`config.mk`:
```
export PLATFORM = sky130hd
export DESIGN_NAME = branch_resolve_flat
export DESIGN_NICKNAME = d
export VERILOG_FILES = /design/src/rtl/branch_resolve_if.sv /design/src/rtl/branch_resolve.sv /design/src/flat_wrapper.sv
export SDC_FILE = /design/constraint.sdc
export NUM_CORES = 1
export LEC_CHECK = 0
export BUFFER_PORTS_ARGS = -buffer_cell sky130_fd_sc_hd__buf_2
export CAP_MARGIN = 20
export CORE_MARGIN = 2
export CORE_UTILIZATION = 30
export DETAILED_ROUTE_END_ITERATION = 12
export PLACE_DENSITY = 0.8
export SLEW_MARGIN = 25
export SYNTH_ARGS = -nofsm -noshare
export SYNTH_HDL_FRONTEND = slang
export SYNTH_SLANG_ARGS = --single-unit
export TNS_END_PERCENT = 50
```
`constraint.sdc`:
```
create_clock -name clk -period 1.6 [get_ports clk]
set_input_delay 0.32 -clock clk [delete_from_list [all_inputs] [get_ports clk]]
set_output_delay 0.32 -clock clk [all_outputs]
set_load 0.01 [all_outputs]
```
`src/rtl/branch_resolve_if.sv`:
```
// Decode-to-fetch branch control bundle: instruction and operand status in, PC controls out.
interface branch_resolve_if;
  logic [31:0] instruction;
  logic        ex_flags_wr;
  logic [3:0]  ex_flags;
  logic        rt_zero;
  logic        rt_busy;
  logic        UncondBr;
  logic        BrTaken;
  logic [18:0] CondAddr19;
  logic [25:0] BRAddr26;
  logic        stall;
  logic [3:0]  flags;

  modport master (
    output instruction, ex_flags_wr, ex_flags, rt_zero, rt_busy,
    input  UncondBr, BrTaken, CondAddr19, BRAddr26, stall, flags
  );

  modport slave (
    input  instruction, ex_flags_wr, ex_flags, rt_zero, rt_busy,
    output UncondBr, BrTaken, CondAddr19, BRAddr26, stall, flags
  );
endinterface

```
`src/rtl/branch_resolve.sv`:
```
// Decode-stage branch resolver owning NZCV and the operand hazard FSM; 0-cycle resolution in RUN.
// Optional BRANCH_FLAG_FWD_EN resolves B.cond from the EX flag bus instead of stalling a cycle.
module branch_resolve #(
  parameter int FWD_DEPTH = 1
) (
  input logic            clk,
  input logic            reset,
  branch_resolve_if.slave br
);

  if (FWD_DEPTH != 1) begin : g_depth_chk
    $error("branch_resolve: only FWD_DEPTH=1 is supported");
  end

  typedef enum logic [1:0] {
    S_BOOT       = 2'd0,
    S_RUN        = 2'd1,
    S_WAIT_FLAGS = 2'd2,
    S_WAIT_RT    = 2'd3
  } state_e;

  state_e      state_q, state_d;
  logic        pend_q, pend_d;
  logic [3:0]  flags_q, flags_d;

  logic        is_b, is_cbz, is_bcond, is_fset;
  logic [4:0]  cond;
  logic [3:0]  bcond_flags;
  logic        bcond_hold;
  logic        run_stall, run_taken;
  logic        stall_c, taken_c;

  function automatic logic cond_met(input logic [3:0] f, input logic [4:0] c);
    case (c)
      5'h00:   cond_met = f[2];
      5'h01:   cond_met = !f[2];
      5'h0A:   cond_met = (f[3] == f[0]);
      5'h0B:   cond_met = (f[3] != f[0]);
      default: cond_met = 1'b0;
    endcase
  endfunction

  assign is_b     = (br.instruction[31:26] == 6'b000101);
  assign is_cbz   = (br.instruction[31:24] == 8'b10110100);
  assign is_bcond = (br.instruction[31:24] == 8'b01010100);
  assign is_fset  = (br.instruction[31:21] == 11'b10101011000) ||
                    (br.instruction[31:21] == 11'b11101011000);
  assign cond     = br.instruction[4:0];

  // pend marks that EX is writing flags now, so the register is one cycle stale.
`ifdef BRANCH_FLAG_FWD_EN
  assign bcond_flags = (pend_q && br.ex_flags_wr) ? br.ex_flags : flags_q;
  assign bcond_hold  = 1'b0;
`else
  assign bcond_flags = flags_q;
  assign bcond_hold  = pend_q;
`endif

  assign run_stall = (is_cbz && br.rt_busy) || (is_bcond && bcond_hold);
  assign run_taken = !run_stall &&
                     (is_b || (is_cbz && br.rt_zero) ||
                      (is_bcond && cond_met(bcond_flags, cond)));

  always_ff @(posedge clk) begin
    if (reset) begin
      state_q <= S_BOOT;
      pend_q  <= 1'b0;
      flags_q <= 4'b0000;
    end else begin
      state_q <= state_d;
      pend_q  <= pend_d;
      flags_q <= flags_d;
    end
  end

  always_comb begin
    state_d = state_q;
    case (state_q)
      S_BOOT: state_d = S_RUN;
      S_RUN: begin
        if (is_cbz && br.rt_busy)        state_d = S_WAIT_RT;
        else if (is_bcond && bcond_hold) state_d = S_WAIT_FLAGS;
        else                             state_d = S_RUN;
      end
      S_WAIT_FLAGS: state_d = S_RUN;
      S_WAIT_RT:    state_d = br.rt_busy ? S_WAIT_RT : S_RUN;
      default:      state_d = S_BOOT;
    endcase
  end

  always_comb begin
    stall_c = 1'b0;
    taken_c = 1'b0;
    case (state_q)
      S_BOOT: begin
        stall_c = 1'b0;
        taken_c = 1'b0;
      end
      S_RUN: begin
        stall_c = run_stall;
        taken_c = run_taken;
      end
      S_WAIT_FLAGS: taken_c = is_bcond && cond_met(flags_q, cond);
      S_WAIT_RT: begin
        stall_c = br.rt_busy || run_stall;
        taken_c = !br.rt_busy && run_taken;
      end
      default: ;
    endcase
  end

  // The ID-stage IF/ID contents are junk in BOOT, so no pend may be armed there.
  assign pend_d  = is_fset && !stall_c && (state_q != S_BOOT);
  assign flags_d = br.ex_flags_wr ? br.ex_flags : flags_q;

  assign br.UncondBr   = is_b;
  assign br.BrTaken    = taken_c;
  assign br.stall      = stall_c;
  assign br.CondAddr19 = br.instruction[23:5];
  assign br.BRAddr26   = br.instruction[25:0];
  assign br.flags      = flags_q;

endmodule
```
`src/flat_wrapper.sv`:
```
// flat-port wrapper written by rule: the top's interface ports become plain ports
module branch_resolve_flat 
#(
  parameter int FWD_DEPTH = 1
)
  (clk, reset, br_instruction, br_ex_flags_wr, br_ex_flags, br_rt_zero, br_rt_busy, br_UncondBr, br_BrTaken, br_CondAddr19, br_BRAddr26, br_stall, br_flags);
  branch_resolve_if br_i ();
  input logic clk;
  input logic reset;
  input wire logic [$bits(br_i.instruction)-1:0] br_instruction;
  input wire logic [$bits(br_i.ex_flags_wr)-1:0] br_ex_flags_wr;
  input wire logic [$bits(br_i.ex_flags)-1:0] br_ex_flags;
  input wire logic [$bits(br_i.rt_zero)-1:0] br_rt_zero;
  input wire logic [$bits(br_i.rt_busy)-1:0] br_rt_busy;
  output wire logic [$bits(br_i.UncondBr)-1:0] br_UncondBr;
  output wire logic [$bits(br_i.BrTaken)-1:0] br_BrTaken;
  output wire logic [$bits(br_i.CondAddr19)-1:0] br_CondAddr19;
  output wire logic [$bits(br_i.BRAddr26)-1:0] br_BRAddr26;
  output wire logic [$bits(br_i.stall)-1:0] br_stall;
  output wire logic [$bits(br_i.flags)-1:0] br_flags;
  assign br_i.instruction = br_instruction;
  assign br_i.ex_flags_wr = br_ex_flags_wr;
  assign br_i.ex_flags = br_ex_flags;
  assign br_i.rt_zero = br_rt_zero;
  assign br_i.rt_busy = br_rt_busy;
  assign br_UncondBr = br_i.UncondBr;
  assign br_BrTaken = br_i.BrTaken;
  assign br_CondAddr19 = br_i.CondAddr19;
  assign br_BRAddr26 = br_i.BRAddr26;
  assign br_stall = br_i.stall;
  assign br_flags = br_i.flags;
  branch_resolve #(.FWD_DEPTH(FWD_DEPTH)) u_core (.clk(clk), .reset(reset), .br(br_i));
endmodule
```
* Word level (Yosys, flattened, before mapping) *
Cells that the tools add are included.

storage, ports and cells
  flip-flop bits (word level) = 7
  bits in latches = 0
  bits in writable memories = 0
  ROM bits = 0
  input port bits = 41
  output and inout port bits = 52
  word-level logic and storage cells = 46
  memories kept = 0

operators by class
  add/sub/neg operators = 0
  $mul = 0
  div/mod/pow operators = 0
  $lt $le $gt $ge = 0
  equal/unequal tests = 13
  shift operators = 0
  muxes and demuxes = 8
  bitwise logic cells = 0
  reduce and logical (&&, ||, !) cells = 22

operator list
  operator                                             number
  equality test 11 bit, second input constant          2
  equality test 5 x 4 -> 1 bit, second input constant  2
  logical AND 1 bit                                    9
  equality test 8 x 7 -> 1 bit, second input constant  1
  equality test 8 bit, second input constant           1
  one-hot mux 1 bit (4 select lines)                   2
  equality test 6 x 3 -> 1 bit, second input constant  1
  2-to-1 mux 2 bit                                     3
  one-hot mux 2 bit (3 select lines)                   1
  equality test 5 x 1 -> 1 bit, second input constant  1
  logical NOT 5 bit                                    1
  logical OR 1 bit                                     5
  equality test 2 bit, second input constant           2
  logical NOT 1 bit                                    4
  equality test 2 x 1 -> 1 bit, second input constant  1
  logical NOT 2 bit                                    1
  one-hot mux 1 bit (2 select lines)                   1
  nonzero test 2 bit                                   1
  OR reduction 2 bit                                   1
  equality test 1 bit                                  1
  2-to-1 mux 1 bit                                     1
  inequality test 1 bit                                1

* Logic depth before layout (Yosys ltp) *
Gate-level depths: netlist of run 1.

  depth after elaboration = 8
  gate-level depth with buffers = 4
  depth with buffers taken out = 4

* Least setup slack after synthesis of run 1 *
No wires, ideal clock.

  path type = reg2out
  start point = register u_core.flags_q[0], in the netlist u_core.br.flags[0]
  end point = output port br_BrTaken
  data arrival time = 1,351 ps
  required time = 1,280 ps
  slack = -71 ps
  stages on the path, launching flop included = 5
  path through = dfxtp_1 > xnor3_1 > nand3_1 > a2111o_1 > a21oi_2

between the ends
  cells in the longest elaborated chain, start to end = 7

ends and longest elaborated chain
  item                                                          line                                        RTL
  start, declared                                               branch_resolve.sv:24                        logic [3:0] flags_q, flags_d;
  start signal, assigned                                        branch_resolve.sv:72                        flags_q <= flags_d;
  inequality test 1 bit or equality test 1 bit (tied branches)  branch_resolve.sv:38, branch_resolve.sv:37
  one-hot mux 1 bit (4 select lines) (*)                        branch_resolve.sv:34                        case (c)
  logical AND 1 bit                                             branch_resolve.sv:62                        (is_bcond && cond_met(bcond_flags, cond)));
  logical OR 1 bit                                              branch_resolve.sv:61                        (is_b || (is_cbz && br.rt_zero) ||
  logical AND 1 bit                                             branch_resolve.sv:60                        assign run_taken = !run_stall &&
  logical AND 1 bit                                             branch_resolve.sv:106                       taken_c = !br.rt_busy && run_taken;
  one-hot mux 1 bit (4 select lines) (*)                        branch_resolve.sv:94                        case (state_q)
  end, declared                                                 flat_wrapper.sv:16                          output wire logic [$bits(br_i.BrTaken)-1:0] br_BrTaken;

Mark *: on every way between the ends. The rest lies on a longest branch, timed or not. The select of a mux whose other input is x is not followed.

* Worst setup path after layout of run 1 *
  start point = register u_core.flags_q[2], in the netlist u_core.br.flags[2]
  end point = output port br_BrTaken

between the ends
  cells in the longest elaborated chain, start to end = 7

ends and longest elaborated chain
  item                                    line                   RTL
  logical NOT 1 bit                       branch_resolve.sv:36   5'h01: cond_met = !f[2];
  one-hot mux 1 bit (4 select lines) (*)  branch_resolve.sv:34
  logical AND 1 bit                       branch_resolve.sv:62
  logical OR 1 bit                        branch_resolve.sv:61
  logical AND 1 bit                       branch_resolve.sv:60
  logical AND 1 bit                       branch_resolve.sv:106
  one-hot mux 1 bit (4 select lines) (*)  branch_resolve.sv:94

Marked as above.

==> out/metrics.cfg, run 1 <==
[critical_path]
worstPathRequired_ps = 1280
worst_setup_path_end_kind = primary output
critical_path_class = reg2out
reg2reg_from = u_core.state_q[0]$_SDFF_PP0_
crit_fanout = 2
arrival_ps = 1650
r2r-end = u_core.bcond_hold$_SDFF_PP0_
critPathLaunchType = flop
crit_slowest_cell = a2111o_1
slowest_delay_ps = 400
reg2regPathDepth = 5
cp_cell_sequence = xnor2_1, or3_1, a2111o_1, a21oi_2, buf_2
r2r_slack_ps = 400

[routing]
wl_per_cell_um = 10.8
wl_mm = 1.49
drt_iter0_drc = 6
drtAntennaViolNets = 0
drt_first_pass_iters = 3
vias = 611
viasPerCell = 4.43
route.detailed.drc = 0

[flow_run]
cap_violations = 0

[placed_design]
dpl.cell_count = 134
io_buffers = 44
hpwl_mm = 1.23
gp_congestion = 0.793

[worst_hold_path]
hold_end = u_core.br.flags[0]$_SDFFE_PP0P_
hold_path.startpoint = br_ex_flags[0]
min_path_type = in2reg
min_delay_path_depth = 3

[global_route]
grt_overflow = 0
grt_pass1_wl_mm = 1.96
grt_max_degree = 8
grt_pass1_vias = 504
antenna_found_initial = 0
grt_use_total = 0.0963

[clocking]
cts_tree = built
clockBufferDepth = 2
path_clk_slew_ps = 50
numCtsBuffers = 3
cts_max_level = 1
cts_root_buf = clkbuf_4
clock_latency_ps = 260
hold_buffers = 0
clock_sinks = 7

[floorplanning]
die-area_um2 = 3040
chipHeight_um = 55.1
rows = 18
coreArea_um2 = 2480
initial_utilization = 0.316
io_pins = 93
die_w_um = 55.1

[layout]
final_cell_mix = buf_2, buf_4, nor2_1
fillers = 287
seq_area_um2 = 141
layout_commonest_cell = buf_2
nNetsFinal = 150
fin_cells = 138
fin_util = 0.330
syn2layout_area_growth_pct = 4.31
drive_above_1_share = 0.583
multiInputGateArea_um2 = 302
antenna_cells = 0

[sta]
rsz0062_at_grt = true
fmax_mhz = 506
post-route-period-util = 1.23
tns_ps = -449
finalClockSkew_ps = 0.112
slew_viol_final = 0
hold_viol = 0
min_period_ps = 1970
finalSetupViolations = 2
whs_ps = 301
fin_ws_ps = -375
tightest_slew_ps = 386
relSlewSlack = 0.741

[logic_synthesis]
ys_seq_area_frac = 0.179
syn_inst = 94
yosysWarnings = 0
syn_nets = 135
yosys_register_bits = 7
syn_area_um2 = 783
ys_types = 28
avgSynthCellArea_um2 = 8.33

[outcome]
status = finished, violations left
violations = negative setup slack

[pwr]
powerDensity_nw_per_um2 = 596
leakage_nw = 0.420
irDropWorstVdd_mv = 0.267

kinds of logic after synthesis:
kind of cell / count (synthesis) / share of synthesized area
xor+xnor: 2 / 0.0399
compound gates: 9 / 0.0831
buf+inv: 46 / 0.436
mux: 4 / 0.0511
flops: 7 / 0.179
simple gates: 26 / 0.211
what timing repair did:
action,4_1_cts,5_1_grt
resized for setup,1,1
buffers inserted,0,0
endpoints found under the hold margin,0,0
setup endpoints to repair,2,2
gates cloned,0,0
registers in the layout, indices dropped and copies added, names as in the netlist:
register and cells:
u_core.state_q 2, u_core.br.flags 4, u_core.bcond_hold 1
worst max-delay path: cells and delay by family, from the launching register on:
kind                   cells  cell delay [ps]
AO/OA/AOI/OAI              2              530
XOR/XNOR                   1              110
buffers and inverters      1              140
flip-flops                 1              320
AND/OR/NAND/NOR            1              310
per-stage QoR:
step	setup slack (ps)	total power, mW	cell area [um2]
floorplan	-24.4	0.345	783
global placement	-282	0.326	790
detailed placement	-305	0.328	790
CTS	-398	0.497	817
global route	-443	0.522	817
finish	-375	0.487	817
per-layer routing:
metal	share of wire	global-route usage	vias to the layer above
met5	0	0	-
met4	0.031	0.0894	0
met3	0.11	0.0349	12
met2	0.49	0.163	42
met1	0.37	0.0893	253
li1	-	-	304
Yosys cell counts (all sizes together):
cell | n | share of area
a41oi | 1 | 0.011
nand2b | 2 | 0.016
and3b | 1 | 0.011
or3 | 1 | 0.0080
and4b | 1 | 0.013
nand2 | 1 | 0.0048
a2111o | 1 | 0.014
dfxtp | 7 | 0.18
nand3 | 3 | 0.019
xnor3 | 1 | 0.029
nor2 | 8 | 0.038
nor4b | 1 | 0.011
nor3b | 1 | 0.0096
nor4 | 1 | 0.016
a21boi | 1 | 0.0096
o2bb2ai | 1 | 0.011
or2 | 1 | 0.0080
and2 | 1 | 0.0080
o21ai | 1 | 0.0064
buf | 45 | 0.43
xnor2 | 1 | 0.011
a21oi | 4 | 0.030
and4bb | 2 | 0.032
clkbuf | 1 | 0.0048
mux2i | 4 | 0.051
nand4 | 2 | 0.016
where the power goes:
part	total, mW	switching, mW	internal [mW]
registers	0.189	0.00638	0.182
clock network	0.163	0.0679	0.0953
logic	0.135	0.0581	0.0769
total	0.487	0.132	0.355
worst max path at each step:
stage	start	to	cells after the start
after floorplan	br_instruction[0]	br_BrTaken	4
after global placement	br_instruction[0]	br_BrTaken	6
after detailed placement	br_instruction[0]	br_BrTaken	6
after CTS	u_core.br.flags[2]$_SDFFE_PP0P_	br_BrTaken	5
after global routing	u_core.br.flags[2]$_SDFFE_PP0P_	br_BrTaken	5
final	u_core.br.flags[2]$_SDFFE_PP0P_	br_BrTaken	5
layout make-up:
class                           instances  share of cell area
Clock buffer                            4              0.0322
Multi-Input combinational cell         41               0.369
Sequential cell                         7               0.173
Tap cell                               30              0.0459
Timing Repair Buffer                   56               0.380
Note: power is estimated with default switching activity, not from simulation.
==> run 2: changes to the inputs <==
==> constraint.sdc (replaced) <==
create_clock -name clk -period 1.6 [get_ports clk]
set_input_delay 0.08 -clock clk [delete_from_list [all_inputs] [get_ports clk]]
set_output_delay 0.08 -clock clk [all_outputs]
set_load 0.01 [all_outputs]
==> run 2 against run 1 <==
Net effect: the run still ends with negative setup slack left; clock power shrank 4%; design area down 11%; utilization down 3.6 points; via count is 8.7% lower; die area stayed put; worst setup slack better by 240 ps; clock skew grew 2.6 ps; critical path depth unchanged; register-to-register slack gained 160 ps; worst hold slack worse by 230 ps; clock-buffer cell count did not move; non-clock buffer count down 12.
==> out/metrics.cfg, run 2 (synthesis gave the netlist of run 1 again) <==
[layout]
multiInputGateArea_um2 = 302
fin_cells = 126
finish.instance_area_um2 = 728
nNetsFinal = 138
largest_register_ff_count = 4
seq_area_um2 = 143
drive_above_1_share = 0.542
fillers = 277
fin_util = 0.294
syn2layout_area_growth_pct = -7.03
layout_commonest_cell = buf_2
antenna_cells = 0
final_cell_mix = buf_2, nor2_1, dfxtp_1

[critical_path]
r2r-end = u_core.bcond_hold$_SDFF_PP0_
reg2reg_from = u_core.state_q[0]$_SDFF_PP0_
arrival_ps = 1660
cp_top_family = compound AO/OA/AOI/OAI gates
cp_cell_sequence = xnor2_1, or3_1, a2111o_1, a21oi_2, buf_2
critPathLaunchType = flop
slowest_delay_ps = 400
r2r_slack_ps = 560
crit_slowest_cell = a2111o_1
startpoint = u_core.br.flags[2]$_SDFFE_PP0P_
crit_fanout = 3
worst_setup_path_end_kind = primary output
worstPathRequired_ps = 1520
reg2regPathDepth = 4
crit_buf_inv = 1
critical_path_class = reg2out

[clocking]
cts_setup_buffers = 0
cts_max_level = 1
clock_sinks = 7
cts_root_buf = clkbuf_4
cts_tree = built
numCtsBuffers = 3
clockBufferDepth = 2
clock_latency_ps = 240
path_clk_slew_ps = 50

[global_route]
antenna_found_initial = 0
grt_use_total = 0.0913
grt_pass1_vias = 496
grt_max_degree = 8
grt_overflow = 0
grt_pass1_wl_mm = 1.94

[placed_design]
place_area_um2 = 699
hpwl_mm = 1.19
dpl.cell_count = 122
gp_congestion = 0.739
pre_cts_slack_ps = 74.7
io_buffers = 44

[worst_hold_path]
min_path_type = in2reg
min_delay_path_depth = 3
hold_end = u_core.br.flags[1]$_SDFFE_PP0P_
hold_path.startpoint = br_ex_flags[1]

[outcome]
violations = negative setup slack
status = finished, violations left

[floorplanning]
chipHeight_um = 55.1
initial_utilization = 0.316
die-area_um2 = 3040
io_pins = 93
coreArea_um2 = 2480
rows = 18
die_w_um = 55.1

[sta]
tns_ps = -140
finalClockSkew_ps = 2.67
finalSetupViolations = 1
hold_viol = 0
min_period_ps = 1740
fmax_mhz = 575
slew_viol_final = 0
relSlewSlack = 0.780
whs_ps = 72.9
rsz0062_at_grt = true
tightest_slew_ps = 327
fin_ws_ps = -140
post-route-period-util = 1.09

[routing]
drt_first_pass_iters = 3
vias = 558
wl_per_cell_um = 11.1
drt_iter0_drc = 6
wl_mm = 1.40
drtAntennaViolNets = 0
viasPerCell = 4.43
route.detailed.drc = 0

[flow_run]
cap_violations = 0

[pwr]
leakage_nw = 0.361
irDropWorstVdd_mv = 0.331
powerDensity_nw_per_um2 = 632
power_uw = 461

## run 2: layer usage
metal  wire length [um]  GRT usage  vias to the layer above
li1                   -          -                      283
met1                596     0.0974                      239
met2                588      0.139                       32
met3                190     0.0349                        4
met4                 26     0.0813                        0
met5                  0          0                        -
## run 2: area by class of cell
class,count,share of cell area
Multi-Input combinational cell,41,0.414
Timing Repair Buffer,44,0.302
Sequential cell,7,0.196
Tap cell,30,0.0515
Clock buffer,4,0.0361
## run 2: timing repair
action,in CTS,in global routing
gates resized for setup,1,1
hold buffers,0,0
pin swaps,2,3
endpoints found under the setup margin,1,1
hold endpoints to repair,0,0
## run 2: worst register-to-register path: cells and delay by family (launching register included)
family	cells	cell delay, ps
AOI/OAI and AO/OA	2	270
DFF	1	430
and+or+nand+nor	2	230
## run 2: power by group
part           total [mW]  internal (mW)  switching, mW  leakage (nW)
clock network       0.157         0.0950         0.0621        0.0150
registers           0.189          0.183        0.00667        0.0583
logic               0.114         0.0596         0.0546         0.287
## run 2: worst max path at each step
stage	end	slack, ps	depth (start not counted)
2_1_floorplan	br_BrTaken	170	4
3_3_place_gp	br_BrTaken	80	5
3_5_place_dp	br_BrTaken	70	5
4_1_cts	br_BrTaken	-190	5
5_1_grt	br_BrTaken	-220	5
6_report	br_BrTaken	-140	5
